## config.mk

```make
export PLATFORM = sky130hd
export DESIGN_NAME = ccg_response_misr_flat
export DESIGN_NICKNAME = d
export VERILOG_FILES = /design/src/rtl/ccg_response_misr_if.sv /design/src/rtl/ccg_response_misr.sv /design/src/flat_wrapper.sv
export SDC_FILE = /design/constraint.sdc
export NUM_CORES = 1
export LEC_CHECK = 0
export ABC_AREA = 1
export ABC_CLOCK_PERIOD_IN_PS = 8800
export BUFFER_PORTS_ARGS = -buffer_cell sky130_fd_sc_hd__buf_2
export CAP_MARGIN = 20
export CORE_ASPECT_RATIO = 0.7
export CORE_UTILIZATION = 60
export CTS_CLUSTER_DIAMETER = 100
export DETAILED_ROUTE_END_ITERATION = 6
export GPL_TIMING_DRIVEN = 0
export PLACE_DENSITY = 0.95
export SLEW_MARGIN = 10
export SYNTH_ARGS = -nofsm -noshare
export SYNTH_HDL_FRONTEND = slang
export SYNTH_SLANG_ARGS = --single-unit
export TNS_END_PERCENT = 1
```

## constraint.sdc

```tcl
create_clock -name clk -period 8.8 [get_ports clk]
set_input_delay 1.32 -clock clk [delete_from_list [all_inputs] [get_ports clk]]
set_output_delay 1.32 -clock clk [all_outputs]
set_load 0.01 [all_outputs]
```

## src/rtl/ccg_response_misr_if.sv

```systemverilog
// Valid/ready stream carrying one circuit-under-test output vector per transfer.
interface ccg_response_misr_if #(
  parameter int unsigned OUT_W = 23
) ();
  logic             in_valid;
  logic             in_ready;
  logic [OUT_W-1:0] in_data;

  modport master (output in_valid, output in_data, input in_ready);
  modport slave  (input in_valid, input in_data, output in_ready);
endinterface

```

## src/rtl/ccg_response_misr.sv

```systemverilog
// Response compactor: folds accepted output vectors into a Galois MISR signature,
// a vector count and a running ones-count for netlist variant labelling.
module ccg_response_misr #(
  parameter int unsigned      OUT_W = 23,
  parameter int unsigned      SIG_W = 32,
  parameter logic [SIG_W-1:0] POLY  = 32'h04C11DB7,
  parameter logic [SIG_W-1:0] SEED  = 32'hFFFFFFFF,
  parameter int unsigned      CNT_W = 16
) (
  input  logic                 clk,
  input  logic                 rst,
  input  logic                 start,
  input  logic [CNT_W-1:0]     num_vec,
  ccg_response_misr_if.slave   in_if,
  output logic                 busy,
  output logic                 done,
  output logic [SIG_W-1:0]     signature,
  output logic [CNT_W-1:0]     vec_count,
  output logic [CNT_W+4:0]     ones_sum
);

  localparam int unsigned SUM_W = CNT_W + 5;

  typedef enum logic [1:0] {
    S_IDLE,
    S_RUN,
    S_DONE
  } state_t;

  state_t           state_q;
  state_t           state_d;
  logic             load_c;
  logic             accept_c;
  logic             last_c;
  logic             in_ready_q;
  logic [CNT_W-1:0] num_vec_q;
  logic [CNT_W-1:0] count_inc_c;

  assign in_if.in_ready = in_ready_q;
  assign accept_c       = in_if.in_valid & in_ready_q;
  assign count_inc_c    = CNT_W'(vec_count + CNT_W'(1));
  assign last_c         = (count_inc_c == num_vec_q);

  // State register
  always_ff @(posedge clk or posedge rst) begin
    if (rst) begin
      state_q <= S_IDLE;
    end else begin
      state_q <= state_d;
    end
  end

  // Next-state decode; start only acts outside RUN
  always_comb begin
    state_d = state_q;
    load_c  = 1'b0;
    case (state_q)
      S_IDLE, S_DONE: begin
        if (start) begin
          load_c  = 1'b1;
          state_d = (num_vec == '0) ? S_DONE : S_RUN;
        end
      end
      S_RUN: begin
        if (accept_c && last_c) begin
          state_d = S_DONE;
        end
      end
      default: state_d = S_IDLE;
    endcase
  end

  // Status flags registered from the next state so they line up with state_q
  always_ff @(posedge clk or posedge rst) begin
    if (rst) begin
      busy       <= 1'b0;
      done       <= 1'b0;
      in_ready_q <= 1'b0;
    end else begin
      busy       <= (state_d == S_RUN);
      done       <= (state_d == S_DONE);
      in_ready_q <= (state_d == S_RUN);
    end
  end

  // Result datapath: preload on start, fold on each accepted vector
  always_ff @(posedge clk or posedge rst) begin
    if (rst) begin
      num_vec_q <= '0;
      signature <= '0;
      vec_count <= '0;
      ones_sum  <= '0;
    end else if (load_c) begin
      num_vec_q <= num_vec;
      signature <= SEED;
      vec_count <= '0;
      ones_sum  <= '0;
    end else if (accept_c) begin
      signature <= {signature[SIG_W-2:0], 1'b0}
                 ^ (signature[SIG_W-1] ? POLY : '0)
                 ^ SIG_W'(in_if.in_data);
      vec_count <= count_inc_c;
      ones_sum  <= SUM_W'(ones_sum + SUM_W'($countones(in_if.in_data)));
    end
  end

endmodule

```

## src/flat_wrapper.sv

```systemverilog
// flat-port wrapper written by rule: the top's interface ports become plain ports
module ccg_response_misr_flat 
#(
  parameter int unsigned      OUT_W = 23,
  parameter int unsigned      SIG_W = 32,
  parameter logic [SIG_W-1:0] POLY  = 32'h04C11DB7,
  parameter logic [SIG_W-1:0] SEED  = 32'hFFFFFFFF,
  parameter int unsigned      CNT_W = 16
)
  (clk, rst, start, num_vec, busy, done, signature, vec_count, ones_sum, in_if_in_valid, in_if_in_data, in_if_in_ready);
  ccg_response_misr_if #(.OUT_W(OUT_W)) in_if_i ();
  input  logic clk;
  input  logic rst;
  input  logic start;
  input  logic [CNT_W-1:0] num_vec;
  output logic busy;
  output logic done;
  output logic [SIG_W-1:0] signature;
  output logic [CNT_W-1:0] vec_count;
  output logic [CNT_W+4:0] ones_sum;
  input wire logic [$bits(in_if_i.in_valid)-1:0] in_if_in_valid;
  input wire logic [$bits(in_if_i.in_data)-1:0] in_if_in_data;
  output wire logic [$bits(in_if_i.in_ready)-1:0] in_if_in_ready;
  assign in_if_i.in_valid = in_if_in_valid;
  assign in_if_i.in_data = in_if_in_data;
  assign in_if_in_ready = in_if_i.in_ready;
  ccg_response_misr #(.OUT_W(OUT_W), .SIG_W(SIG_W), .POLY(POLY), .SEED(SEED), .CNT_W(CNT_W)) u_core (.clk(clk), .rst(rst), .start(start), .num_vec(num_vec), .in_if(in_if_i), .busy(busy), .done(done), .signature(signature), .vec_count(vec_count), .ones_sum(ones_sum));
endmodule
```

Yosys cells after proc, flatten, opt, wreduce, memory -nomap -nowiden
Index checks and enable logic that the tools add are counted.

word-level totals
  register bits = 89
  input port bits = 43
  word-level logic and storage cells = 57

operators by class
  $add $sub $neg = 24
  eq/ne operators = 5
  muxes and demuxes = 13
  bitwise logic cells = 3
  reduce and logical (&&, ||, !) cells = 5

operators by type and width
  operator                                             number
  adder 21 bit                                         11
  2-to-1 mux 32 bit                                    2
  2-to-1 mux 21 bit                                    2
  2-to-1 mux 16 bit                                    2
  bitwise XOR 32 x 23 -> 32 bit                        1
  bitwise XOR 32 bit                                   1
  2-to-1 mux 27 bit                                    1
  adder 1 x 1 -> 2 bit                                 11
  adder 21 x 1 -> 21 bit                               1
  adder 16 x 1 -> 16 bit, second input constant        1
  equality test 16 bit                                 1
  zero test 16 bit                                     1
  2-to-1 mux 2 bit                                     3
  equality test 2 x 1 -> 1 bit, second input constant  2
  equality test 2 bit, second input constant           2
  one-hot mux 2 bit (2 select lines)                   1
  zero test 2 bit                                      1
  2-to-1 mux 1 bit                                     2
  nonzero test 2 bit                                   1
  OR reduction 2 bit                                   1
  AND 1 bit                                            1
  logical AND 1 bit                                    1

Logic depth before layout (Yosys ltp)
Gate-level depths: netlist of the first run.

  depth in word-level cells = 8
  depth in mapped cells = 20
  mapped depth without buffers = 20

Worst setup path before layout of the first run
OpenSTA, ideal clock, no wires.

  kind = in2reg
  from = in in_if_in_data[20]
  to = reg u_core.ones_sum[12]
  library setup time = 0.119 ns
  arrival = 5.317 ns
  setup slack = 3.364 ns
  stages on the path = 20
  path through = ha_1 inv_1 fa_1 fa_1 inv_1 fa_1 fa_1 inv_1 fa_1 inv_1 ha_1 nand2_1 nand2_1 a21oi_1 o21ai_0 nand2_1 nor3_1 nand3_1 nand2_1 nor2_1

between the ends
  longest elaborated chain between the ends = 7

RTL lines
  what                                             RTL line                  RTL
  from (decl)                                      flat_wrapper.sv:22        input wire logic [$bits(in_if_i.in_data)-1:0] in_if_in_data;
  adder 1 x 1 -> 2 bit (not written as such)       ccg_response_misr.sv:103  ones_sum <= SUM_W'(ones_sum + SUM_W'($countones(in_if.in_data)));
  adder 21 x 1 -> 21 bit (not written as such)     ccg_response_misr.sv:103
  adder 21 bit (not written as such) (2 in a row)  ccg_response_misr.sv:103
  adder 21 bit                                     ccg_response_misr.sv:103
  2-to-1 mux 21 bit                                ccg_response_misr.sv:98   end else if (accept_c) begin
  2-to-1 mux 21 bit                                ccg_response_misr.sv:93   end else if (load_c) begin
  to (signal assigned)                             ccg_response_misr.sv:103
  to (decl)                                        ccg_response_misr.sv:19   output logic [CNT_W+4:0] ones_sum

Every way passes these cells. The select of a mux whose other input is x is not followed.
A chain may end at the register's enable or synchronous reset.

Final worst setup path of the first run
Ends and elaborated chain as after synthesis.

==> results of run 1 <==
-- state kept, by name, summed over array words and instances (netlist names) --
name              flops
u_core.busy           1
u_core.done           1
u_core.ones_sum      21
u_core.signature     32
u_core.vec_count     16
u_core.state_q        2
u_core.num_vec_q     16
-- layer usage --
layer	wire length (um)	up-vias	global-route usage (%)	part of all wire, %
li1	-	2393	-	-
met1	6400	2624	46.9	38
met2	7890	429	60.9	47
met3	1920	88	9.20	11
met4	724	0	19.2	4.3
met5	0	-	0	0
-- stage by stage --
step	hold WS, ns	util [%]
finish	0.523	76.0
global route	0.541	76.0
CTS	0.521	76.0
detailed placement	0.497	72.4
global placement	0.472	72.1
floorplan	0.455	-
-- logic make-up after synthesis --
family	count (synthesis)	share of synthesized area (%)
adder cells (fa/ha/maj)	46	13.0
XOR/XNOR	43	7.01
AND/OR/NAND/NOR	264	20.9
AO/OA/AOI/OAI	103	10.7
buffers and inverters	122	8.41
flip-flops	89	40.0
-- worst max-delay path by stage --
stage                       from  depth (start not counted)  slack (ns)                  end
6_report       in_if_in_data[20]                         21        3.00  u_core.ones_sum[12]
5_1_grt        in_if_in_data[20]                         21        2.64  u_core.ones_sum[12]
4_1_cts        in_if_in_data[20]                         21        3.07  u_core.ones_sum[12]
3_5_place_dp   in_if_in_data[18]                         21        2.77  u_core.ones_sum[12]
3_3_place_gp   in_if_in_data[20]                         21        2.93  u_core.ones_sum[12]
2_1_floorplan  in_if_in_data[20]                         20        3.36  u_core.ones_sum[12]
-- layout by cell type (no fill, tap or decap), types with 6 or more instances in the layout --
cell type / synthesis / routed
fa_1: 20 / 20
ha_1: 26 / 26
nor2_1: 49 / 49
clkbuf_16: 0 / 9
buf_2: 4 / 118
clkbuf_1: 12 / 12
dfrtp_1: 89 / 89
nor3_1: 7 / 7
o21ai_0: 34 / 34
a22oi_1: 8 / 8
nand2_1: 134 / 134
nand3_1: 41 / 41
xnor2_1: 37 / 37
inv_1: 102 / 101
a21oi_1: 30 / 30
o22ai_1: 19 / 19
nor2_2: 6 / 6
nand4_1: 10 / 10
-- final cells by class --
class / instances / area, sq um
buffer: 18 / 76.3
clock buffer: 10 / 239
clock inverter: 6 / 72.6
fill: 574 / 2090
inverter: 104 / 394
multi-input combinational: 456 / 2870
sequential: 89 / 2230
tap: 120 / 150
timing repair buffer: 115 / 598
-- worst register-to-register path, delay by kind of cell (launching register included) --
| kind | cells | cell delay (ns) |
|---|---|---|
| AO/OA/AOI/OAI | 2 | 0.46 |
| AND/OR/NAND/NOR | 7 | 0.81 |
| flip-flops | 1 | 0.41 |
| adder cells (fa/ha/maj) | 5 | 1.99 |
-- synthesized netlist by cell type, drive strengths merged --
library cell	number
and2	2
nor4	1
buf	6
xnor3	1
xnor2	37
or2	1
a32o	1
nor2	58
o21a	1
nand4	10
a22oi	8
clkbuf	12
o21ai	37
o21bai	1
a21oi	31
inv	102
nand3	44
xor2	5
o22ai	19
and3	1
clkinv	2
a31oi	1
nand3b	1
o31ai	1
fa	20
dfrtp	89
o211ai	1
a22o	2
ha	26
nand2	139
nor3	7
-- power groups by stage --
| stage | registers, mW | clock network, mW | logic, mW |
|---|---|---|---|
| final | 0.664 | 0.411 | 1.13 |
| after CTS | 0.657 | 0.407 | 1.11 |
| after global placement | 0.651 | 0 | 1.01 |
| after floorplan | 0.683 | 0 | 0.695 |
| after detailed placement | 0.661 | 0 | 1.08 |
| after global routing | 0.675 | 0.422 | 1.24 |
==> flow_summary.yaml, run 1 <==
clock_tree:
  clk_pin_slew_worst_paths_ns: 0.07
  cts_tree: "done"
  clockRootBuffer: "clkbuf_16"
  cts.sinks: 89
  cts_hold_buf: 0
  h-tree-depth: 3
  cts_resized: 0
  cts_buffers: 9
  ctsLongestPathBuffers: 2
  cts_setup_buffers: 0
  insertion_delay_ns: 0.35
die:
  initial_core_util_pct: 63.8
  die_h_um: 82.6
  io_pins: 115
  dieArea_sq_mm: 0.00967
  rows: 28
  die_x_um: 117
  core_area_sq_mm: 0.00872
hold_path:
  hold_class: "reg -> reg"
  min_from: "u_core.num_vec_q[0]"
  whs_endpoint: "u_core.num_vec_q[0]"
  holdPathStages: 2
sta:
  fin_crit_sh_pct: 65.9
  rsz0062_at_grt: "false"
  finalCriticalPeriod_ns: 5.80
  tns_ns: 0
  max_freq_ghz: 0.172
  slew_headroom_pct: 50.9
  maxSlewViolCount: 0
  worst_pin_slew_ns: 0.737
  hold_viol: 0
  layout_setup_ws_ns: 3.00
  fin_skew_ns: 0.00811
  setup_viol: 0
grt:
  antenna_found_initial: 0
  grt_use_total_pct: 37.4
  overflow: 0
  grt_pass1_wl_um: 26300
  grt_max_degree: 63
  grt_pass1_vias: 5375
placed_design:
  place.gp.congestion: 0.936
  place_hpwl_um: 12300
  place_ws_ns: 2.77
  place_area_sq_mm: 0.00632
  io_buffers: 114
  dp.cells: 902
pwr:
  p_int_mw: 1.23
  p_leak_nw: 3.31
  vdd_ir_drop_max_mv: 0.249
  share_clk_of_total_power_pct: 18.6
  p_sw_uw: 980
  combPwrFrac_pct: 51.3
  total_power_mw: 2.21
  p_sw_share_pct: 44.4
  p_per_area_mw_per_mm2: 333
  seqPwrFrac_pct: 30.1
synthesis:
  synth_nets: 756
  syn_area_sq_mm: 0.00557
  synth.yosys.warnings: 0
  post-synth-top-area-fraction_pct: 40.0
  synth-seq-area-share_pct: 40.0
  syn_inst: 667
  synth_seq_cells: 89
  synthTopCellsByArea: "dfrtp_1, nand2_1, fa_1, inv_1, ha_1"
  yosysTopAreaCell: "dfrtp_1"
  syn_area_per_cell_sq_um: 8.35
  ys_types: 41
cells_and_area:
  area_delta_synth_final_pct: 19.1
  layout-drive-gt1-share_pct: 19.9
  design.final.nets: 882
  final_cell_area_sq_mm: 0.00663
  antennaDiodeCount: 0
  fin_cells: 918
setup_path:
  path_cells: "buf_2, ha_1, inv_1, fa_1, fa_1, inv_1, fa_1, fa_1, inv_1, fa_1, inv_1, ha_1, nand2_1, nand2_1, a21oi_1, o21ai_0, nand2_1, nor3_1, nand3_1, nand2_1, nor2_1"
  crit_type: "in -> reg"
  critPathMaxFanout: 4
  timing.rr.end: "u_core.ones_sum[12]"
  start_kind: "input pin"
  critPathSlowestCell: "fa_1"
  r2r_setup_slack_ns: 5.03
  cp_num_buf_inv: 5
  r2r-start: "u_core.ones_sum[2]"
  critical_path_required_ns: 9.03
  slowest_delay_ns: 0.56
  cp.arrival_ns: 6.04
  rr_worst_depth: 14
  critPathCaptureType: "register"
  crit_top_cell: "fa_1"
  critical-path-top-delay-family: "adder cells"
drt:
  drtIter0Drc: 760
  wl_per_cell_um: 18.5
  via_count: 5534
  vias_per_cell: 6.03
  firstDrtPassIters: 6
  routed_wl_um: 16900
  drc: 0
  postRouteAntennaNets: 0
run_status:
  status: "finished, final reports clean"
flow_run:
  cap_viol_max_count: 0
No activity file was read; power rests on OpenSTA's default activity.
==> inputs of run 2 (changes only) <==
--- a/config.mk
+++ b/config.mk
@@ -6,15 +6,15 @@
 export NUM_CORES = 1
 export LEC_CHECK = 0
 export ABC_AREA = 1
-export ABC_CLOCK_PERIOD_IN_PS = 8800
+export ABC_CLOCK_PERIOD_IN_PS = 5650
 export BUFFER_PORTS_ARGS = -buffer_cell sky130_fd_sc_hd__buf_2
 export CAP_MARGIN = 20
 export CORE_ASPECT_RATIO = 0.7
-export CORE_UTILIZATION = 60
+export CORE_UTILIZATION = 56
 export CTS_CLUSTER_DIAMETER = 100
 export DETAILED_ROUTE_END_ITERATION = 6
 export GPL_TIMING_DRIVEN = 0
-export PLACE_DENSITY = 0.95
+export PLACE_DENSITY = 0.92
 export SLEW_MARGIN = 10
 export SYNTH_ARGS = -nofsm -noshare
 export SYNTH_HDL_FRONTEND = slang
==> constraint.sdc (replaced) <==
create_clock -name clk -period 5.65 [get_ports clk]
set_input_delay 0.8475 -clock clk [delete_from_list [all_inputs] [get_ports clk]]
set_output_delay 0.8475 -clock clk [all_outputs]
set_load 0.01 [all_outputs]
==> run 2 against run 1 <==
Net effect: register-to-register slack got worse by 3.2 ns; sequential power increased by 55%; clock-buffer cell count decreased by 1; critical path depth unchanged; first-iteration DRC count decreased by 48%; via count decreased by 6.5%; setup slack got worse by 2.7 ns; total power increased by 52%; sequential cell count unchanged; clock power increased by 58%; non-clock buffer count unchanged; sequential share of layout area decreased by 0.051 points.
==> flow_summary.yaml, run 2 (synthesis gave the netlist of run 1 again) <==
cells_and_area:
  final_common_cell: "nand2_1"
  layout-drive-gt1-share_pct: 19.8
  nFillCells: 758
  final_cell_mix: "nand2_1, buf_2, inv_1"
  area_delta_synth_final_pct: 19.3
  top_regs: "u_core.signature: 32 flops, u_core.ones_sum: 21 flops"
  fin_cells: 925
  largest_register_ffs: 32
  design.final.nets: 882
  antennaDiodeCount: 0
  largest-register: "u_core.signature"
sta:
  rsz0062_at_grt: "false"
  tns_ns: 0
  slew_headroom_pct: 57.4
  layout_setup_ws_ns: 0.313
  fin_crit_sh_pct: 94.5
  max_freq_ghz: 0.187
  setup_viol: 0
  hold_viol: 0
  worst_pin_slew_ns: 0.639
  maxSlewViolCount: 0
  fin_skew_ns: 0.0103
  finalCriticalPeriod_ns: 5.34
clock_tree:
  insertion_delay_ns: 0.35
  cts_setup_buffers: 0
  ctsLongestPathBuffers: 2
  cts_buffers: 9
  cts_resized: 0
  cts.sinks: 89
  h-tree-depth: 3
  cts_hold_buf: 0
  clockRootBuffer: "clkbuf_16"
  cts_tree: "done"
  clk_pin_slew_worst_paths_ns: 0.07
pwr:
  p_leak_nw: 3.32
  vdd_ir_drop_max_mv: 0.279
  p_per_area_mw_per_mm2: 505
setup_path:
  critical_path_required_ns: 5.89
  crit_type: "in -> reg"
  critPathMaxFanout: 4
  start_kind: "input pin"
  critPathCaptureType: "register"
  cp.arrival_ns: 5.58
placed_design:
  place.gp.congestion: 0.906
  dp.cells: 910
  place_hpwl_um: 11200
  io_buffers: 114
  place_ws_ns: 0.123
die:
  dieArea_sq_mm: 0.0103
  core_area_sq_mm: 0.00968
  rows: 30
  initial_core_util_pct: 57.5
  die_h_um: 85.4
  io_pins: 115
  die_x_um: 121
drt:
  routed_wl_um: 14900
  vias_per_cell: 5.59
  postRouteAntennaNets: 0
  firstDrtPassIters: 5
  drtIter0Drc: 396
  wl_per_cell_um: 16.1
  drc: 0
  via_count: 5175
flow_run:
  cap_viol_max_count: 0
grt:
  antenna_found_initial: 0
  globalRouteMet1Util_pct: 40.9
  grt_pass1_vias: 5060
  grt_util_met3_pct: 8.00
  busiest_layer: "met2"
  overflow: 0
  grt_use_met2_pct: 49.0
  grt_use_total_pct: 30.9
  grt_max_degree: 51
  grt_pass1_wl_um: 24200
hold_path:
  hold_class: "reg -> reg"
run_status:
  status: "finished, final reports clean"
-- run 2: changes by cell type in the layout (fill, tap and decap cells not counted), sizes merged --
cell      previous run  this run
bufinv               1         2
inv                104       102
clkinv               2         5
clkinvlp             3         1
clkbuf              22        21
-- run 2: final timing paths --
check	startpoint	to	slack (ns)	cells after the start
min reg2reg	u_core.num_vec_q[0]	u_core.num_vec_q[0]	0.51	2
max in group asynchronous	rst	u_core.ones_sum[15]	4.43	3
max	in_if_in_data[14]	u_core.ones_sum[12]	0.31	21
min	u_core.num_vec_q[0]	u_core.num_vec_q[0]	0.51	2
min in group asynchronous	rst	u_core.num_vec_q[8]	0.59	2
max reg2reg	u_core.ones_sum[2]	u_core.ones_sum[12]	1.83	14
-- run 2: routing by layer --
layer | up-vias | wire [um]
li1 | 2392 | -
met4 | 0 | 404
met1 | 2492 | 6430
met3 | 41 | 1190
met5 | - | 0
met2 | 250 | 6910
-- run 2: worst max-delay path, stage by stage --
cell and delay [ns]:
buf_2 0.11, ha_1 0.28, inv_1 0.13, fa_1 0.48, fa_1 0.56, inv_1 0.06
fa_1 0.55, fa_1 0.55, inv_1 0.06, fa_1 0.38, inv_1 0.06, ha_1 0.19
nand2_1 0.07, nand2_1 0.06, a21oi_1 0.11, o21ai_0 0.35, nand2_1 0.12, nor3_1 0.32
nand3_1 0.15, nand2_1 0.08, nor2_1 0.04
-- run 2: where the power goes --
part           leakage [nW]  internal [mW]  total [mW]  switching (mW)
logic                  2.09          0.690        1.68           0.986
clock network         0.152          0.387       0.650           0.262
registers              1.08          0.844        1.03           0.182
total                  3.32           1.92        3.35            1.43
-- run 2: layout make-up --
cell class                 count  area, sq um  area share, %
multi-input combinational    456         2870           43.3
sequential                    89         2230           33.5
buffer                        18         76.3           1.15
inverter                     104          394           5.94
clock inverter                 6         93.8           1.41
timing repair buffer         115          591           8.90
tap                          128          160           2.41
clock buffer                   9          225           3.39
-- run 2: metrics by stage --
stage                     instance area, sq um  total power, mW  util (%)  hold slack (ns)
after CTS                                 6640             3.33      68.6            0.510
after global placement                    6300             2.56      65.0            0.479
after floorplan                           5570             2.15         -            0.455
final                                     6640             3.35      68.6            0.510
after detailed placement                  6320             2.66      65.3            0.489
after global routing                      6640             3.59      68.6            0.549
==> inputs of run 3 (changes only) <==
--- a/config.mk
+++ b/config.mk
@@ -6,7 +6,7 @@
 export NUM_CORES = 1
 export LEC_CHECK = 0
 export ABC_AREA = 1
-export ABC_CLOCK_PERIOD_IN_PS = 5650
+export ABC_CLOCK_PERIOD_IN_PS = 5600
 export BUFFER_PORTS_ARGS = -buffer_cell sky130_fd_sc_hd__buf_2
 export CAP_MARGIN = 20
 export CORE_ASPECT_RATIO = 0.7
==> constraint.sdc (replaced) <==
create_clock -name clk -period 5.6 [get_ports clk]
set_input_delay 0.84 -clock clk [delete_from_list [all_inputs] [get_ports clk]]
set_output_delay 0.84 -clock clk [all_outputs]
set_load 0.01 [all_outputs]
==> run 3 against run 2 <==
Net effect: design area is the same; sequential share of layout area is the same; first-iteration DRC count grew 0.76%; hold slack lost 0.0019 ns; clock-buffer cell count is the same.
==> flow_summary.yaml, run 3 (synthesis gave the netlist of run 1 again) <==
placed_design:
  io_buffers: 114
  dp.cells: 910
  place.gp.congestion: 0.906
  place_hpwl_um: 11200
grt:
  grt_use_total_pct: 30.9
  grt_max_degree: 51
  antenna_found_initial: 0
  overflow: 0
  grt_pass1_vias: 5060
  grt_pass1_wl_um: 24200
setup_path:
  critPathMaxFanout: 4
  crit_type: "in -> reg"
  cp.arrival_ns: 5.50
  rr_worst_depth: 14
  critPathCaptureType: "register"
  critical_path_required_ns: 5.88
  start_kind: "input pin"
sta:
  slew_headroom_pct: 57.4
  worst_pin_slew_ns: 0.639
  tns_ns: 0
  fin_skew_ns: 0.0101
  fin_crit_sh_pct: 93.1
  maxSlewViolCount: 0
  finalCriticalPeriod_ns: 5.22
  max_freq_ghz: 0.192
  setup_viol: 0
  rsz0062_at_grt: "false"
  hold_viol: 0
die:
  core_area_sq_mm: 0.00968
  io_pins: 115
  die_h_um: 85.4
  dieArea_sq_mm: 0.0103
  die_x_um: 121
  initial_core_util_pct: 57.5
  rows: 30
clock_tree:
  insertion_delay_ns: 0.35
  clockRootBuffer: "clkbuf_16"
  ctsLongestPathBuffers: 2
  clk_pin_slew_worst_paths_ns: 0.07
  cts_tree: "done"
  cts_buffers: 9
  h-tree-depth: 3
  cts.sinks: 89
cells_and_area:
  antennaDiodeCount: 0
  area_delta_synth_final_pct: 19.3
  layout-drive-gt1-share_pct: 19.8
  fin_cells: 925
  nFillCells: 758
  largest-register: "u_core.signature"
  top_regs: "u_core.signature: 32 flops, u_core.ones_sum: 21 flops"
  largest_register_ffs: 32
  final_cell_mix: "nand2_1, buf_2, inv_1"
  final_common_cell: "nand2_1"
  design.final.nets: 882
drt:
  routed_wl_um: 14900
  firstDrtPassIters: 5
  drc: 0
  drtIter0Drc: 399
  via_count: 5186
  postRouteAntennaNets: 0
  wl_per_cell_um: 16.1
  vias_per_cell: 5.61
pwr:
  vdd_ir_drop_max_mv: 0.284
  p_leak_nw: 3.32
  p_per_area_mw_per_mm2: 510
flow_run:
  cap_viol_max_count: 0
hold_path:
  holdPathStages: 2
  hold_class: "reg -> reg"
run_status:
  status: "finished, final reports clean"
## run 3: cell counts in the layout (fill, tap and decap cells not counted)
No cell type changed its count.
## run 3: metrics by stage
| step | util, % | setup slack [ns] | power [mW] | hold WS [ns] | cell area, sq um |
|---|---|---|---|---|---|
| finish | 68.6 | 0.384 | 3.39 | 0.508 | 6640 |
| detailed placement | 65.3 | 0.0807 | 2.69 | 0.489 | 6320 |
| floorplan | - | 0.644 | 2.16 | 0.455 | 5570 |
| global route | 68.6 | 0.146 | 3.62 | 0.549 | 6640 |
| global placement | 65.0 | 0.167 | 2.59 | 0.479 | 6300 |
| CTS | 68.6 | 0.309 | 3.36 | 0.510 | 6640 |
## run 3: what timing repair did
action | 4_1_cts | 5_1_grt
setup buffers | 0 | 0
resized for setup | 0 | 1
endpoints found under the setup margin | 0 | 1
hold buffers | 0 | 0
## run 3: area by class of cell
class                      count  area, sq um  share of cell area [%]
sequential                    89         2230                    33.5
clock inverter                 6         93.8                    1.41
inverter                     104          394                    5.94
tap                          128          160                    2.41
buffer                        18         76.3                    1.15
clock buffer                   9          225                    3.39
multi-input combinational    456         2870                    43.3
timing repair buffer         115          591                    8.90
## run 3: worst paths after layout
path	from	to	slack [ns]
max reg2reg	u_core.ones_sum[2]	u_core.ones_sum[12]	1.90
min reg2reg	u_core.num_vec_q[0]	u_core.num_vec_q[0]	0.51
max in group asynchronous	rst	u_core.ones_sum[15]	4.39
max	in_if_in_data[14]	u_core.ones_sum[19]	0.38
min in group asynchronous	rst	u_core.num_vec_q[8]	0.59
min	u_core.num_vec_q[0]	u_core.num_vec_q[0]	0.51
## run 3: per-layer routing
metal | global-route usage (%) | part of all wire (%) | up-vias
met5 | 0 | 0 | -
met4 | 11.6 | 2.5 | 0
met3 | 8.00 | 8.8 | 50
met2 | 49.0 | 46 | 285
met1 | 40.9 | 42 | 2460
li1 | - | - | 2391
## run 3: power by group
group          leakage [nW]  internal (mW)  switching (mW)
registers              1.08          0.851           0.183
logic                  2.09          0.697           0.997
clock network         0.152          0.391           0.266
## run 3: worst max-delay path, stage by stage
cell and delay [ns]:
buf_2 0.11, ha_1 0.28, inv_1 0.13, fa_1 0.48, fa_1 0.56, inv_1 0.06
fa_1 0.55, fa_1 0.55, inv_1 0.06, fa_1 0.38, inv_1 0.06, ha_1 0.19
fa_1 0.31, nand3_1 0.15, a21oi_2 0.25, nand3_1 0.16, o21ai_0 0.21, nand2_1 0.07
nor2_1 0.10
